==> src/rtl/mem_arb_pkg.sv <==
// ---------------------------------------------------------------------------
// mem_arb_pkg
// Shared types and defaults for the instruction/data memory port arbiter.
//   arb_state_e  : sequencer state (IDLE, DATA, FETCH)
//   DEF_AW/DEF_DW: default address / data widths
//   DEF_TIMEOUT  : default cycle limit waiting for mem_ack
// ---------------------------------------------------------------------------
package mem_arb_pkg;

  localparam int DEF_AW      = 32;
  localparam int DEF_DW      = 32;
  localparam int DEF_TIMEOUT = 255;

  typedef enum logic [1:0] {
    IDLE  = 2'd0,
    DATA  = 2'd1,
    FETCH = 2'd2
  } arb_state_e;

endpackage

==> src/rtl/fetch_buffer.sv <==
// ---------------------------------------------------------------------------
// fetch_buffer
// One-entry instruction buffer: tag, data and valid bit, with a hit compare
// against the current fetch address.
//   clk, rst     : clock, synchronous active-high reset
//   lookup_addr  : address compared against the stored tag
//   hit          : buffer holds lookup_addr
//   buf_data     : buffered instruction word (0 after reset)
//   fill_en      : load fill_tag/fill_data and mark valid
//   inv_en       : store seen at inv_addr; drop the entry if it matches
// ---------------------------------------------------------------------------
module fetch_buffer #(
  parameter int AW = 32,
  parameter int DW = 32
) (
  input  logic          clk,
  input  logic          rst,
  input  logic [AW-1:0] lookup_addr,
  output logic          hit,
  output logic [DW-1:0] buf_data,
  input  logic          fill_en,
  input  logic [AW-1:0] fill_tag,
  input  logic [DW-1:0] fill_data,
  input  logic          inv_en,
  input  logic [AW-1:0] inv_addr
);

  logic          buf_valid;
  logic [AW-1:0] buf_tag;

  // NOTE: sequential state uses non-blocking assignments so every register
  // samples the pre-edge values, independent of statement order.
  always_ff @(posedge clk) begin
    if (rst) begin
      buf_valid <= 1'b0;
      buf_tag   <= '0;
      buf_data  <= '0;
    end else if (fill_en) begin
      buf_valid <= 1'b1;
      buf_tag   <= fill_tag;
      buf_data  <= fill_data;
    end else if (inv_en && (inv_addr == buf_tag)) begin
      // A store over the buffered instruction makes the copy stale.
      buf_valid <= 1'b0;
    end
  end

  assign hit = buf_valid && (buf_tag == lookup_addr);

endmodule

==> src/rtl/mem_port_arbiter.sv <==
// ---------------------------------------------------------------------------
// mem_port_arbiter
// Shares one single-port memory between instruction fetch and data access.
// Each pipeline step needs its instruction in the fetch buffer and, if
// requested, its load/store done; data goes first, then any fetch miss.
// The pipeline is stalled until both are satisfied.
//   clk, rst                 : clock, synchronous active-high reset
//   if_addr / if_inst        : fetch address in, buffered instruction out
//   dm_addr/read/write/wdata : data request for this step
//   dm_rdata                 : last load result (holds until next load ack)
//   stall                    : pipeline must hold this cycle
//   mem_req/we/addr/wdata    : memory request (registered off state)
//   mem_rdata, mem_ack       : memory response
//   err                      : sticky watchdog timeout flag
// ---------------------------------------------------------------------------
module mem_port_arbiter
  import mem_arb_pkg::*;
#(
  parameter int AW      = DEF_AW,
  parameter int DW      = DEF_DW,
  parameter int TIMEOUT = DEF_TIMEOUT
) (
  input  logic          clk,
  input  logic          rst,
  input  logic [AW-1:0] if_addr,
  output logic [DW-1:0] if_inst,
  input  logic [AW-1:0] dm_addr,
  input  logic          dm_read,
  input  logic          dm_write,
  input  logic [DW-1:0] dm_wdata,
  output logic [DW-1:0] dm_rdata,
  output logic          stall,
  output logic          mem_req,
  output logic          mem_we,
  output logic [AW-1:0] mem_addr,
  output logic [DW-1:0] mem_wdata,
  input  logic [DW-1:0] mem_rdata,
  input  logic          mem_ack,
  output logic          err
);

  localparam int WDW = $clog2(TIMEOUT + 1);

  arb_state_e    state, state_nxt;
  logic          hit;
  logic          dm_need;
  logic          d_done;
  logic [WDW-1:0] wd_cnt;
  logic          timeout;
  logic          take_data;
  logic          take_fetch;
  logic          data_ack;
  logic          fetch_ack;

  // Latched request for the access in flight.
  logic [AW-1:0] lat_addr;
  logic          lat_we;
  logic [DW-1:0] lat_wdata;

  fetch_buffer #(.AW(AW), .DW(DW)) u_fetch_buffer (
    .clk         (clk),
    .rst         (rst),
    .lookup_addr (if_addr),
    .hit         (hit),
    .buf_data    (if_inst),
    .fill_en     (fetch_ack),
    .fill_tag    (lat_addr),
    .fill_data   (mem_rdata),
    .inv_en      (data_ack && lat_we),
    .inv_addr    (lat_addr)
  );

  assign dm_need   = dm_read | dm_write;
  assign stall     = !(hit && (!dm_need || d_done));
  assign data_ack  = (state == DATA)  && mem_ack;
  assign fetch_ack = (state == FETCH) && mem_ack;
  // An ack on the last allowed cycle still completes the access.
  assign timeout   = (state != IDLE) && !mem_ack && (wd_cnt == WDW'(TIMEOUT));

  assign mem_req   = (state != IDLE);
  assign mem_we    = (state == DATA) && lat_we;
  assign mem_addr  = lat_addr;
  assign mem_wdata = lat_wdata;

  // NOTE: every combinational output gets a default before the case so no
  // path leaves a signal unassigned, which would infer a latch.
  always_comb begin
    state_nxt  = state;
    take_data  = 1'b0;
    take_fetch = 1'b0;
    case (state)
      IDLE: begin
        if (dm_need && !d_done) begin
          state_nxt = DATA;
          take_data = 1'b1;
        end else if (!hit) begin
          state_nxt  = FETCH;
          take_fetch = 1'b1;
        end
      end
      DATA, FETCH: begin
        if (mem_ack || timeout) state_nxt = IDLE;
      end
      default: state_nxt = IDLE;
    endcase
  end

  always_ff @(posedge clk) begin
    if (rst) state <= IDLE;
    else     state <= state_nxt;
  end

  // Request latch: store wins when read and write are both asserted.
  always_ff @(posedge clk) begin
    if (rst) begin
      lat_addr  <= '0;
      lat_we    <= 1'b0;
      lat_wdata <= '0;
    end else if (take_data) begin
      lat_addr  <= dm_addr;
      lat_we    <= dm_write;
      lat_wdata <= dm_wdata;
    end else if (take_fetch) begin
      lat_addr  <= if_addr;
      lat_we    <= 1'b0;
    end
  end

  // d_done: this step's data access has finished. A step advancing on the
  // same edge as an ack must start the next step with d_done clear.
  always_ff @(posedge clk) begin
    if (rst)           d_done <= 1'b0;
    else if (!stall)   d_done <= 1'b0;
    else if (data_ack) d_done <= 1'b1;
  end

  always_ff @(posedge clk) begin
    if (rst)                      dm_rdata <= '0;
    else if (data_ack && !lat_we) dm_rdata <= mem_rdata;
  end

  // Watchdog: counts waiting cycles; on expiry the access is dropped and
  // the IDLE decision re-issues it.
  always_ff @(posedge clk) begin
    if (rst) begin
      wd_cnt <= '0;
      err    <= 1'b0;
    end else begin
      if (state == IDLE || mem_ack || timeout) wd_cnt <= '0;
      else                                     wd_cnt <= wd_cnt + 1'b1;
      if (timeout) err <= 1'b1;
    end
  end

endmodule

==> config.mk <==
export PLATFORM = sky130hd
export DESIGN_NAME = mem_port_arbiter
export DESIGN_NICKNAME = d
export VERILOG_FILES = /design/src/rtl/mem_arb_pkg.sv /design/src/rtl/fetch_buffer.sv /design/src/rtl/mem_port_arbiter.sv
export SDC_FILE = /design/constraint.sdc
export NUM_CORES = 1
export LEC_CHECK = 0
export CORE_ASPECT_RATIO = 1.1
export CORE_MARGIN = 2
export CORE_UTILIZATION = 25
export CTS_CLUSTER_DIAMETER = 30
export CTS_CLUSTER_SIZE = 40
export DETAILED_ROUTE_END_ITERATION = 8
export GPL_TIMING_DRIVEN = 0
export PLACE_DENSITY_LB_ADDON = 0.25
export SYNTH_ARGS = -nofsm -noshare
export SYNTH_HDL_FRONTEND = slang
export SYNTH_SLANG_ARGS = --single-unit
==> constraint.sdc <==
create_clock -name clk -period 2 [get_ports clk]
set_input_delay 0.3 -clock clk [delete_from_list [all_inputs] [get_ports clk]]
set_output_delay 0.3 -clock clk [all_outputs]
set_load 0.02 [all_outputs]
* Word-level counts from Yosys, hierarchy flattened
Index checks and enable logic that the tools add are counted.
** Storage, ports and cells
- Bits in registers :: 174
- Bits in latches :: 0
- RAM bits :: 0
- Memory bits (read-only) :: 0
- Input bits :: 133
- Memories kept :: 0
** Operators by class
- $add $sub $neg :: 1
- $mul :: 0
- Divide/modulo/power cells :: 0
- Order comparisons :: 0
- Equality and inequality tests :: 7
- Shift operators :: 0
- Multiplexer cells :: 15
- Bitwise gates (word level) :: 1
- Reduce and logical (&&, ||, !) cells :: 28
** Operator list (count)
- $eq A32 B32 Y1 :: 2
- $mux W32 :: 2
- $logic_and A1 B1 Y1 :: 11
- $mux W1 :: 9
- $add A8 B1 Y8 const B :: 1
- $eq A8 B8 Y1 const B :: 1
- $mux W2 :: 3
- $reduce_bool A2 Y1 :: 3
- $reduce_or A2 Y1 :: 3
- $logic_not A1 Y1 :: 5
- $logic_or A1 B1 Y1 :: 4
- $pmux W2 S2 :: 1
- $ne A3 B3 Y1 const B :: 1
- $eq A2 B1 Y1 const B :: 1
- $eq A2 B2 Y1 const B :: 1
- $logic_not A2 Y1 :: 1
- $ne A2 B2 Y1 const B :: 1
- $reduce_and A2 Y1 :: 1
- $or A1 B1 Y1 :: 1

* Logic depth before layout (Yosys ltp)
Gate-level depths: netlist of run 1.
- Word-level depth :: 7
- Gate-level depth with buffers :: 10
- Gate-level depth less buffers :: 7

* Cells and area by module
From an unflattened synthesis of run 1, not the netlist that was laid out.
** Second synthesis, totals
- Cells, all modules :: 843
- Area total of the unflattened synthesis :: 7352.1 µm²
** By module, submodules not included
- mem_port_arbiter :: times used 1, cells an instance 544, area an instance 4391.7 µm², sequential area each 2182.1 µm²
- fetch_buffer :: times used 1, cells an instance 299, area an instance 2960.3 µm², sequential area each 1301.2 µm²

* Least setup slack after synthesis of run 1
No wires, ideal clock.
- Path kind :: register to register
- Start point :: reg state[0]
- End point :: reg lat_addr[14] (netlist: mem_addr[14])
- Library setup time :: 58 ps
- Arrival :: 1997 ps
- Path slack :: -55 ps
- Cell stages (with the launch flop) :: 11
- Path through :: dfxtp_1 -> inv_1 -> ha_1 -> clkbuf_1 -> inv_1 -> nor3_1 -> buf_2 -> clkbuf_1 -> nand2_1 -> a31oi_1 -> o21a_1
** On the way
- Cells in the longest elaborated chain, start to end :: 3
- Elaborated cells on any way between the ends :: 5
- Those cells by class :: 3 x mux; 2 x reduce/logical
** RTL lines
- start, declared :: line mem_port_arbiter.sv:44 : arb_state_e state, state_nxt;
- start signal, assigned :: line mem_port_arbiter.sv:110 : else state <= state_nxt;
- $logic_not A2 Y1 * :: line mem_port_arbiter.sv:91 : case (state)
- $mux W1 :: line mem_port_arbiter.sv:91
- $mux W32 or $reduce_bool A2 Y1 (tied branches)
- end signal, assigned :: line mem_port_arbiter.sv:120 : lat_addr <= dm_addr;
- end signal, assigned :: line mem_port_arbiter.sv:124 : lat_addr <= if_addr;
- end, declared :: line mem_port_arbiter.sv:56 : logic [AW-1:0] lat_addr;
Every way passes the cells marked *; elsewhere a longest branch is shown, timed or not.
A chain may end at the register's enable or synchronous reset.

* Worst setup path in the final report of run 1
- Start point :: in if_addr[4]
- End point :: out stall
** On the way
- Cells in the longest elaborated chain, start to end :: 4
** RTL lines
- start, declared :: line mem_port_arbiter.sv:25 : input logic [AW-1:0] if_addr,
- $eq A32 B32 Y1 :: line fetch_buffer.sv:48 : assign hit = buf_valid && (buf_tag == lookup_addr);
- $logic_and A1 B1 Y1 :: line fetch_buffer.sv:48
- $logic_and A1 B1 Y1 :: line mem_port_arbiter.sv:74 : assign stall = !(hit && (!dm_need || d_done));
- $logic_not A1 Y1 :: line mem_port_arbiter.sv:74
- end, declared :: line mem_port_arbiter.sv:32 : output logic stall,
Every way passes these cells.

==> flow_summary.yaml, run 1 <==
run_status:
  status: "finished with violations"
  violations: "setup timing"
placement:
  port_buffers: 262
  dpl.hpwl_um: 20100
  place.gp.congestion: 0.782
  dpl_cell_area_mm2: 0.0102
critical_path:
  crit_arrival_ns: 2.08
  cp_top_family: "simple AND/OR/NAND/NOR gates"
  critPathKind: "in -> out"
  endpoint: "stall"
  r2r-start: "u_fetch_buffer.buf_tag[27]$_SDFFE_PP0P_"
  cpMaxStageDelayCell: "or4_4"
  worstSetupStartpointType: "primary input"
  rrSetupSlack_ns: -0.27
  startpoint: "if_addr[4]"
  slowest_delay_ns: 0.58
  crit_buf_inv: 3
  required_ns: 1.70
  critical_path_depth: 7
  end_kind: "primary output"
  crit_fanout: 2
  path_cells: "clkdlybuf4s50_1 -> xnor2_1 -> nand4_1 -> or4_4 -> nor3_4 -> inv_1 -> buf_6"
  reg2reg_depth: 8
  r2r_end: "mem_addr[23]$_SDFFE_PP0P_"
global_route:
  overflow: 0
  grt_pass1_vias: 7068
  grt_pass1_wl_um: 40200
  gr-usage-all-layers: 0.177
  antenna_found_initial: 2
  grt_start_max_net_pins: 19
route:
  wl_met3_um: 1780
  routedLengthMet1_um: 11200
  routed.top_layer: "met4"
  wl_per_cell_um: 17.2
  vias: 7137
  drt-initial-drc-count: 375
  drc_errors: 0
  ant_nets: 0
  routed_wl_um: 26800
  wl_met2_um: 13000
  via_per_inst: 4.56
  drt_pass1_iterations: 5
power_and_ir_drop:
  p_sw_frac: 0.345
  ir_drop_v: 0.000588
  leakage_uw: 0.00391
  power_frac_clock: 0.310
  p_comb_frac: 0.301
  p_per_area_mw_per_mm2: 930
  p_int_uw: 6900
  power_uw: 10500
  p_seq_frac: 0.388
  p_switching_uw: 3630
sta:
  slew_violations: 0
  period_needed_ns: 2.38
  relSlewSlack: 0.212
  rsz0062_at_grt: "true"
  final.setup.worst_slack_ns: -0.380
  setup_viol: 33
  period_share: 1.19
  fin_skew_ns: 0.0123
  clock.fmax_mhz: 420
  hold_violations: 0
  worstMarginPinSlew_ns: 1.18
synth:
  synthDistinctLibCells: 28
  synth_nets: 1037
  ys_seq_area_frac: 0.490
  ys_ff_latch: 174
  yosysWarnings: 0
  synth.avg_cell_area_um2: 7.90
  syn_inst: 900
  synthesis.area_mm2: 0.00711
floorplanning:
  pin_count: 265
  std_cell_rows: 64
  core_mm2: 0.0279
  die_x_um: 165
  dieHeight_um: 181
  start_util: 0.255
  dieArea_mm2: 0.0298
clock_tree:
  clock_latency_ns: 0.43
  cts_max_level: 4
  cts_buffer_depth: 2
  path_clk_slew_ns: 0.07
  cts_hold_buf: 0
  cts-root-buf: "clkbuf_16"
  clock_sinks: 174
  cts_buffers: 17
  tritoncts: "built"
layout:
  final_layout_size_suffix_gt1_frac: 0.0942
  fillers: 2868
  areaGrowthSynthToFinish_pct: 59.3
  fin_area_mm2: 0.0113
  fin_nets: 1323
flow_run:
  cap_violations: 0
min_path:
  hp-class: "in -> reg"
[worst min-delay path, cell delays in order]
cell and delay, ns:
dlymetal6s2s_1 0.16, nand2_1 0.07, a31oi_1 0.07, o21a_1 0.10
[Yosys cell counts]
master | count | area (µm²)
ha_1 | 4 | 50.1
or2_2 | 1 | 6.26
o31a_1 | 1 | 8.76
o21ai_0 | 1 | 5.00
o21a_1 | 32 | 240
buf_2 | 4 | 20.0
o41ai_1 | 1 | 8.76
mux2i_1 | 1 | 10.0
nand4_1 | 12 | 75.1
a21oi_1 | 134 | 671
and2_1 | 2 | 12.5
nor2_1 | 14 | 52.6
dfxtp_1 | 174 | 3480
nor4_1 | 6 | 37.5
nand2b_1 | 1 | 6.26
clkbuf_1 | 43 | 161
buf_6 | 4 | 45.0
nand3_1 | 7 | 35.0
nand2_1 | 329 | 1230
buf_1 | 12 | 45.0
nor3_1 | 3 | 15.0
or4_1 | 4 | 30.0
inv_1 | 5 | 18.8
xnor2_1 | 51 | 447
and3_1 | 1 | 6.26
a31oi_1 | 33 | 206
xor2_1 | 19 | 166
nand3b_1 | 1 | 7.51
[metal layers]
layer,vias to the layer above,GRT usage
met3,42,0.0482
met5,-,0
li1,3547,-
met1,3327,0.216
met2,221,0.292
met4,0,0.0703
[sequential cells by signal, indices dropped and copies added (netlist names), 2 cells and up]
| name | cells |
|---|---|
| mem_addr | 32 |
| mem_wdata | 32 |
| dm_rdata | 32 |
| wd_cnt | 8 |
| u_fetch_buffer.buf_tag | 32 |
| u_fetch_buffer.buf_data | 32 |
| state | 2 |
[worst min-delay path by stage]
stage | from | endpoint | slack (ns) | depth (start not counted)
after global placement | mem_wdata[29]$_SDFFE_PP0P_ | mem_wdata[29]$_SDFFE_PP0P_ | 0.44 | 2
after detailed placement | u_fetch_buffer.buf_data[27]$_SDFFE_PP0P_ | u_fetch_buffer.buf_data[27]$_SDFFE_PP0P_ | 0.45 | 2
after global routing | if_addr[7] | mem_addr[7]$_SDFFE_PP0P_ | 0.32 | 4
final | if_addr[7] | mem_addr[7]$_SDFFE_PP0P_ | 0.32 | 4
after CTS | mem_ack | wd_cnt[6]$_SDFF_PP0_ | 0.32 | 2
after floorplan | wd_cnt[0]$_SDFF_PP0_ | wd_cnt[0]$_SDFF_PP0_ | 0.43 | 1
[kinds of logic after synthesis]
logic type / count (synthesis) / synth area share
compound gates: 202 / 0.160
buf+inv: 68 / 0.0409
mux: 1 / 0.00141
fa+ha+maj: 4 / 0.00704
simple gates: 381 / 0.214
flops: 174 / 0.490
xor+xnor: 70 / 0.0863
[final cells by class]
class                           instances  area (µm²)  area share
Timing Repair Buffer                  269        2700       0.239
Buffer                                 61         335      0.0296
Sequential cell                       174        3500       0.309
Clock buffer                           17         425      0.0376
Clock inverter                         15         150      0.0133
Antenna cell                            2        5.00    0.000442
Inverter                                5        18.8     0.00166
Multi-Input combinational cell        658        3730       0.330
Tap cell                              363         454      0.0401
[per-stage QoR]
stage | worst slack (ns) | instances | utilization | TNS [ns] | hold WS [ns]
after floorplan | 0.00366 | 900 | - | 0 | 0.430
after global placement | -1.39 | 1525 | 0.365 | -51.56 | 0.441
after detailed placement | -1.38 | 1525 | 0.365 | -51.35 | 0.446
after CTS | -0.349 | 1559 | 0.393 | -6.52 | 0.319
after global routing | -0.431 | 1564 | 0.406 | -9.98 | 0.323
final | -0.380 | 1564 | 0.406 | -8.34 | 0.321
[power groups by stage]
stage	Sequential, µW	Clock [µW]	Combinational [µW]
3_5_place_dp	4170	0	2810
6_report	4090	3270	3170
3_3_place_gp	4160	0	2810
2_1_floorplan	4460	0	1110
4_1_cts	4090	3350	2910
5_1_grt	4140	3470	3400
[repair_timing]
item | CTS | global route
endpoints found under the hold margin | 0 | 0
setup buffers | 4 | 1
pin swaps | 11 | 2
resized for setup | 57 | 53
endpoints found under the setup margin | 129 | 116
cloned | 0 | 2
[cells in the final DEF, fill, tap and decap left out, types with 3 or more instances in the layout]
master,n
o21a_1,32
xnor2_1,46
a31oi_4,16
buf_1,7
nor2_1,12
ha_1,3
xnor2_2,4
buf_4,6
a21oi_1,134
dfxtp_2,5
inv_8,4
nor4_1,5
clkbuf_16,19
nand2_1,328
a31oi_2,10
dfxtp_1,167
clkbuf_1,31
clkdlybuf4s50_1,249
nand3_1,7
inv_6,4
dlygate4sd2_1,10
a31oi_1,7
clkbuf_2,12
nand4_1,12
xor2_1,19
buf_12,3
buf_6,4
inv_1,5
No activity file was read; power rests on OpenSTA's default activity.
==> run 2: changes to the inputs <==
--- a/config.mk
+++ b/config.mk
@@ -7,7 +7,7 @@
 export LEC_CHECK = 0
 export CORE_ASPECT_RATIO = 1.1
 export CORE_MARGIN = 2
-export CORE_UTILIZATION = 25
+export CORE_UTILIZATION = 40
 export CTS_CLUSTER_DIAMETER = 30
 export CTS_CLUSTER_SIZE = 40
 export DETAILED_ROUTE_END_ITERATION = 8
==> flow_summary.yaml, run 2 (same netlist as run 1, synthesis figures left out) <==
run_status:
  status: "finished with violations"
  violations: "setup timing"
clock_tree:
  cts_buffers: 17
  cts_buffer_depth: 2
  path_clk_slew_ns: 0.07
  cts_hold_buf: 0
  clock_sinks: 174
  tritoncts: "built"
  cts_max_level: 4
  clock_latency_ns: 0.43
  cts-root-buf: "clkbuf_16"
route:
  routed_wl_um: 23700
  via_per_inst: 5.02
  drc_errors: 0
  drt_pass1_iterations: 5
  wl_per_cell_um: 16.5
  drt-initial-drc-count: 406
  vias: 7193
  ant_nets: 0
power_and_ir_drop:
  power_uw: 10500
  ir_drop_v: 0.000530
  leakage_uw: 0.00392
  p_per_area_mw_per_mm2: 938
critical_path:
  crit_buf_inv: 3
  cpMaxStageDelayCell: "clkdlybuf4s50_1"
  worstSetupStartpointType: "primary input"
  crit_fanout: 2
  crit_arrival_ns: 2.08
  required_ns: 1.70
  path_cells: "clkdlybuf4s50_1 -> xnor2_1 -> nand4_1 -> or4_4 -> nor3_4 -> inv_2 -> buf_6"
  slowest_delay_ns: 0.54
  end_kind: "primary output"
  critPathKind: "in -> out"
  cp_top_family: "simple AND/OR/NAND/NOR gates"
global_route:
  grt_pass1_wl_um: 35100
  gr-usage-all-layers: 0.243
  antenna_found_initial: 0
  grt_pass1_vias: 6832
  grt_start_max_net_pins: 17
  overflow: 0
floorplanning:
  dieHeight_um: 144
  pin_count: 265
  core_mm2: 0.0175
  std_cell_rows: 51
  start_util: 0.405
  dieArea_mm2: 0.0188
  die_x_um: 131
layout:
  fillers: 1533
  final_layout_size_suffix_gt1_frac: 0.104
  layout_commonest_cell: "nand2_1"
  multi_input_area_mm2: 0.00377
  n_antenna_cell: 0
  fin_util: 0.636
  areaGrowthSynthToFinish_pct: 57.1
  final_cell_mix: "328 x nand2_1, 247 x clkdlybuf4s50_1, 160 x dfxtp_1"
  regArea_mm2: 0.00350
  fin_nets: 1321
placement:
  dpl.hpwl_um: 17200
  place.gp.congestion: 0.816
  port_buffers: 262
sta:
  period_share: 1.19
  clock.fmax_mhz: 420
  period_needed_ns: 2.38
  setup_viol: 34
  slew_violations: 0
  tns_ns: -6.14
  hold_violations: 0
  fin_skew_ns: 0.00567
  relSlewSlack: 0.312
  worstMarginPinSlew_ns: 1.03
  timing.hold.ws_ns: 0.303
  final.setup.worst_slack_ns: -0.380
  rsz0062_at_grt: "true"
flow_run:
  cap_violations: 0
min_path:
  hp-class: "in -> reg"
## run 2: cell types whose count changed in the layout (fill, tap and decap cells not counted), sizes merged
cell	change
dlygate4sd2	+2
clkbuf	+1
buf	+2
bufinv	+2
diode	-2
inv	-8
clkdlybuf4s50	-2
## run 2: stage by stage
step / setup WS [ns] / instances / area (µm²)
floorplan: 0.00366 / 900 / 7110
global placement: -1.30 / 1400 / 10000
detailed placement: -1.30 / 1400 / 10000
CTS: -0.327 / 1434 / 10800
global route: -0.427 / 1434 / 11200
finish: -0.380 / 1434 / 11200
## run 2: report_power, final
| part | switching (µW) | internal (µW) |
|---|---|---|
| logic | 1670 | 1410 |
| clock network | 1380 | 1940 |
| registers | 302 | 3790 |
## run 2: final timing paths
path	startpoint	to	slack [ns]	cells after the start
min	mem_ack	wd_cnt[6]$_SDFF_PP0_	0.30	2
min reg2reg	dm_rdata[8]$_SDFFE_PP0P_	dm_rdata[8]$_SDFFE_PP0P_	0.45	2
max	if_addr[23]	stall	-0.38	7
max reg2reg	u_fetch_buffer.buf_tag[27]$_SDFFE_PP0P_	mem_addr[24]$_SDFFE_PP0P_	-0.21	8
## run 2: repair_timing
action | 4_1_cts | 5_1_grt
pin swaps | 14 | 8
resized for setup | 61 | 68
endpoints found under the hold margin | 0 | 0
endpoints found under the setup margin | 72 | 153
buffers inserted | 5 | 1
## run 2: layout make-up
cell class	instances	share of cell area
Inverter	5	0.00168
Clock inverter	9	0.00998
Buffer	60	0.0295
Tap cell	238	0.0267
Timing Repair Buffer	268	0.238
Clock buffer	22	0.0425
Multi-Input combinational cell	658	0.338
Sequential cell	174	0.314
## run 2: worst reg2reg max path, stage by stage (launching register included)
cell	delay, ns
dfxtp_4	0.36
xnor2_4	0.21
nand4_1	0.11
or4_4	0.53
o31a_1	0.32
buf_6	0.16
buf_12	0.17
a31oi_4	0.16
o21a_1	0.14
## run 2: metal layers
layer,vias up,GRT usage,wire length [µm]
li1,3544,-,-
met1,3360,0.294,9690
met2,238,0.408,11600
met3,51,0.0715,1690
met4,0,0.0885,703
met5,-,0,0
==> run 3: changes to the inputs <==
--- a/config.mk
+++ b/config.mk
@@ -7,7 +7,7 @@
 export LEC_CHECK = 0
 export CORE_ASPECT_RATIO = 1.1
 export CORE_MARGIN = 2
-export CORE_UTILIZATION = 40
+export CORE_UTILIZATION = 41
 export CTS_CLUSTER_DIAMETER = 30
 export CTS_CLUSTER_SIZE = 40
 export DETAILED_ROUTE_END_ITERATION = 8
@@ -15,4 +15,5 @@
 export PLACE_DENSITY_LB_ADDON = 0.25
 export SYNTH_ARGS = -nofsm -noshare
 export SYNTH_HDL_FRONTEND = slang
+export SYNTH_HIERARCHICAL = 1
 export SYNTH_SLANG_ARGS = --single-unit
==> flow_summary.yaml, run 3 <==
route:
  drt_pass1_iterations: 6
  drc_errors: 0
  ant_nets: 0
  drt-initial-drc-count: 399
  vias: 7140
  wl_per_cell_um: 17.4
  via_per_inst: 5.16
  routed_wl_um: 24100
synth:
  synthDistinctLibCells: 44
  async_reset_ff_frac: 0
  ys_ff_latch: 174
  yosysWarnings: 6
  synthesis.area_mm2: 0.00735
  syn_inst: 843
  synth_edf_count: 0
  synth_ff_type: "dfxtp_1"
  ys_seq_area_frac: 0.474
  yosysTopAreaCellShare: 0.474
  synth_nets: 980
  synth.cells.most_frequent: "174 x dfxtp_1, 105 x nor2_1, 101 x a21oi_1, 70 x nand2_1, 64 x mux2i_1"
  synthTopCellsByArea: "dfxtp_1 47%, mux2i_1 8.7%, a21oi_1 6.9%"
  yosysTopAreaCell: "dfxtp_1"
  synth.avg_cell_area_um2: 8.72
  synth_most_common_cell: "dfxtp_1"
flow_run:
  cap_violations: 0
clock_tree:
  clock_latency_ns: 0.42
  path_clk_slew_ns: 0.07
  tritoncts: "built"
  cts-root-buf: "clkbuf_16"
  cts_buffer_depth: 2
  cts_buffers: 17
  cts_max_level: 4
  clock_sinks: 174
sta:
  rsz0062_at_grt: "true"
  fin_skew_ns: 0.0104
  period_needed_ns: 2.48
  period_share: 1.24
  worstMarginPinSlew_ns: 0.635
  clock.fmax_mhz: 403
  relSlewSlack: 0.575
  timing.hold.ws_ns: 0.325
  hold_violations: 0
  final.setup.worst_slack_ns: -0.481
  setup_viol: 35
  slew_violations: 0
placement:
  port_buffers: 263
  dpl.hpwl_um: 17700
  place.gp.congestion: 0.874
global_route:
  grt_start_max_net_pins: 17
  grt_pass1_vias: 6678
  grt_use_met3: 0.0505
  antenna_found_initial: 0
  grt_pass1_wl_um: 35800
  use_met1: 0.295
  grt-busiest-layer: "met2"
  overflow: 0
  grt_util_met2: 0.414
  gr-usage-all-layers: 0.240
floorplanning:
  core_mm2: 0.0176
  std_cell_rows: 51
  die_x_um: 132
  dieArea_mm2: 0.0190
  start_util: 0.417
  dieHeight_um: 144
  pin_count: 265
power_and_ir_drop:
  p_per_area_mw_per_mm2: 1280
  leakage_uw: 0.00409
  ir_drop_v: 0.000900
layout:
  layout_commonest_cell: "clkdlybuf4s50_1"
  final_layout_size_suffix_gt1_frac: 0.0926
  fin_util: 0.634
  fillers: 1510
  n_antenna_cell: 0
  final_cell_mix: "251 x clkdlybuf4s50_1, 162 x dfxtp_1, 104 x nor2_1"
  areaGrowthSynthToFinish_pct: 52.0
  fin_nets: 1271
min_path:
  holdPathStages: 2
  min_to: "u_fetch_buffer/buf_tag[5]$_SDFFE_PP0P_"
  hold_start: "rst"
  hp-class: "in -> reg"
critical_path:
  worstSetupStartpointType: "register"
  r2r_end: "mem_addr[25]$_SDFFE_PP0P_"
  required_ns: 1.70
  critPathKind: "reg -> out"
  end_kind: "primary output"
  rrSetupSlack_ns: -0.47
  reg2reg_depth: 11
  r2r-start: "u_fetch_buffer/buf_tag[25]$_SDFFE_PP0P_"
  crit_arrival_ns: 2.18
  crit_fanout: 5
run_status:
  violations: "setup timing"
  status: "finished with violations"
[run 3: cell types whose count changed after synthesis, moves of 15 or more]
cell,previous run,this run
a21oi_1,134,101
a31oi_1,33,2
buf_2,4,28
clkbuf_1,43,28
inv_1,5,42
mux2i_1,1,64
nand2_1,329,70
nand3_1,7,38
nor2_1,14,105
o21a_1,32,1
o21ai_0,1,25
o32ai_1,0,32
xnor2_1,51,31
[run 3: report_power, final]
| group | internal [µW] | switching, µW | total, µW |
|---|---|---|---|
| Sequential | 4170 | 596 | 4760 |
| Clock | 1990 | 1350 | 3330 |
| Combinational | 2760 | 3490 | 6250 |
[run 3: critical path, cell delays in order (launching register included)]
cell	delay, ns
dfxtp_2	0.34
xnor2_1	0.22
nand4_1	0.19
nor4_4	0.34
nand4_1	0.20
nor2_4	0.23
nand2_1	0.09
buf_6	0.14
[run 3: logic make-up after synthesis]
kind of cell	after synthesis	synth area share
AO/OA/AOI/OAI	185	0.149
XOR/XNOR	64	0.0762
adder cells (fa/ha/maj)	4	0.00681
buffers and inverters	101	0.0573
flip-flops	174	0.474
multiplexers	64	0.0871
AND/OR/NAND/NOR	251	0.149
[run 3: worst max path at each step]
stage,startpoint,endpoint,depth (start not counted),slack (ns)
after floorplan,u_fetch_buffer/buf_tag[16]$_SDFFE_PP0P_,mem_addr[10]$_SDFFE_PP0P_,9,0.04
after global placement,if_addr[16],mem_addr[16]$_SDFFE_PP0P_,10,-1.32
after detailed placement,if_addr[16],mem_addr[25]$_SDFFE_PP0P_,10,-1.33
after CTS,u_fetch_buffer/buf_tag[12]$_SDFFE_PP0P_,stall,7,-0.38
after global routing,u_fetch_buffer/buf_tag[25]$_SDFFE_PP0P_,mem_addr[25]$_SDFFE_PP0P_,11,-0.57
final,u_fetch_buffer/buf_tag[25]$_SDFFE_PP0P_,stall,7,-0.48
[run 3: stage by stage]
step	power [µW]	area [µm²]	setup WS, ns	setup TNS [ns]	instances
4_1_cts	14100	11000	-0.382	-10.40	1378
3_3_place_gp	10600	10300	-1.32	-56.49	1344
3_5_place_dp	10700	10300	-1.33	-57.59	1344
6_report	14300	11200	-0.481	-15.14	1383
2_1_floorplan	8170	7350	0.0356	0	843
5_1_grt	15000	11200	-0.568	-18.46	1383
[run 3: what timing repair did]
| item | 4_1_cts | 5_1_grt |
|---|---|---|
| pin swaps | 10 | 13 |
| cloned | 0 | 1 |
| setup endpoints to repair | 39 | 36 |
| gates resized for setup | 46 | 22 |
| hold buffers | 0 | 0 |
| setup buffers | 4 | 4 |
[run 3: per-layer routing]
layer  vias up  wire, µm
met5         -         0
met4         0       736
met3        48      1260
met2       254     12000
met1      3368     10200
li1       3470         -
[run 3: area by class of cell]
class                      instances  area, µm²  area share
sequential                       174       3500       0.314
inverter                          42        160      0.0143
clock buffer                      20        447      0.0400
tap                              238        298      0.0267
timing repair buffer             272       2710       0.242
multi-input combinational        568       3620       0.324
buffer                            59        294      0.0263
clock inverter                    10        141      0.0127
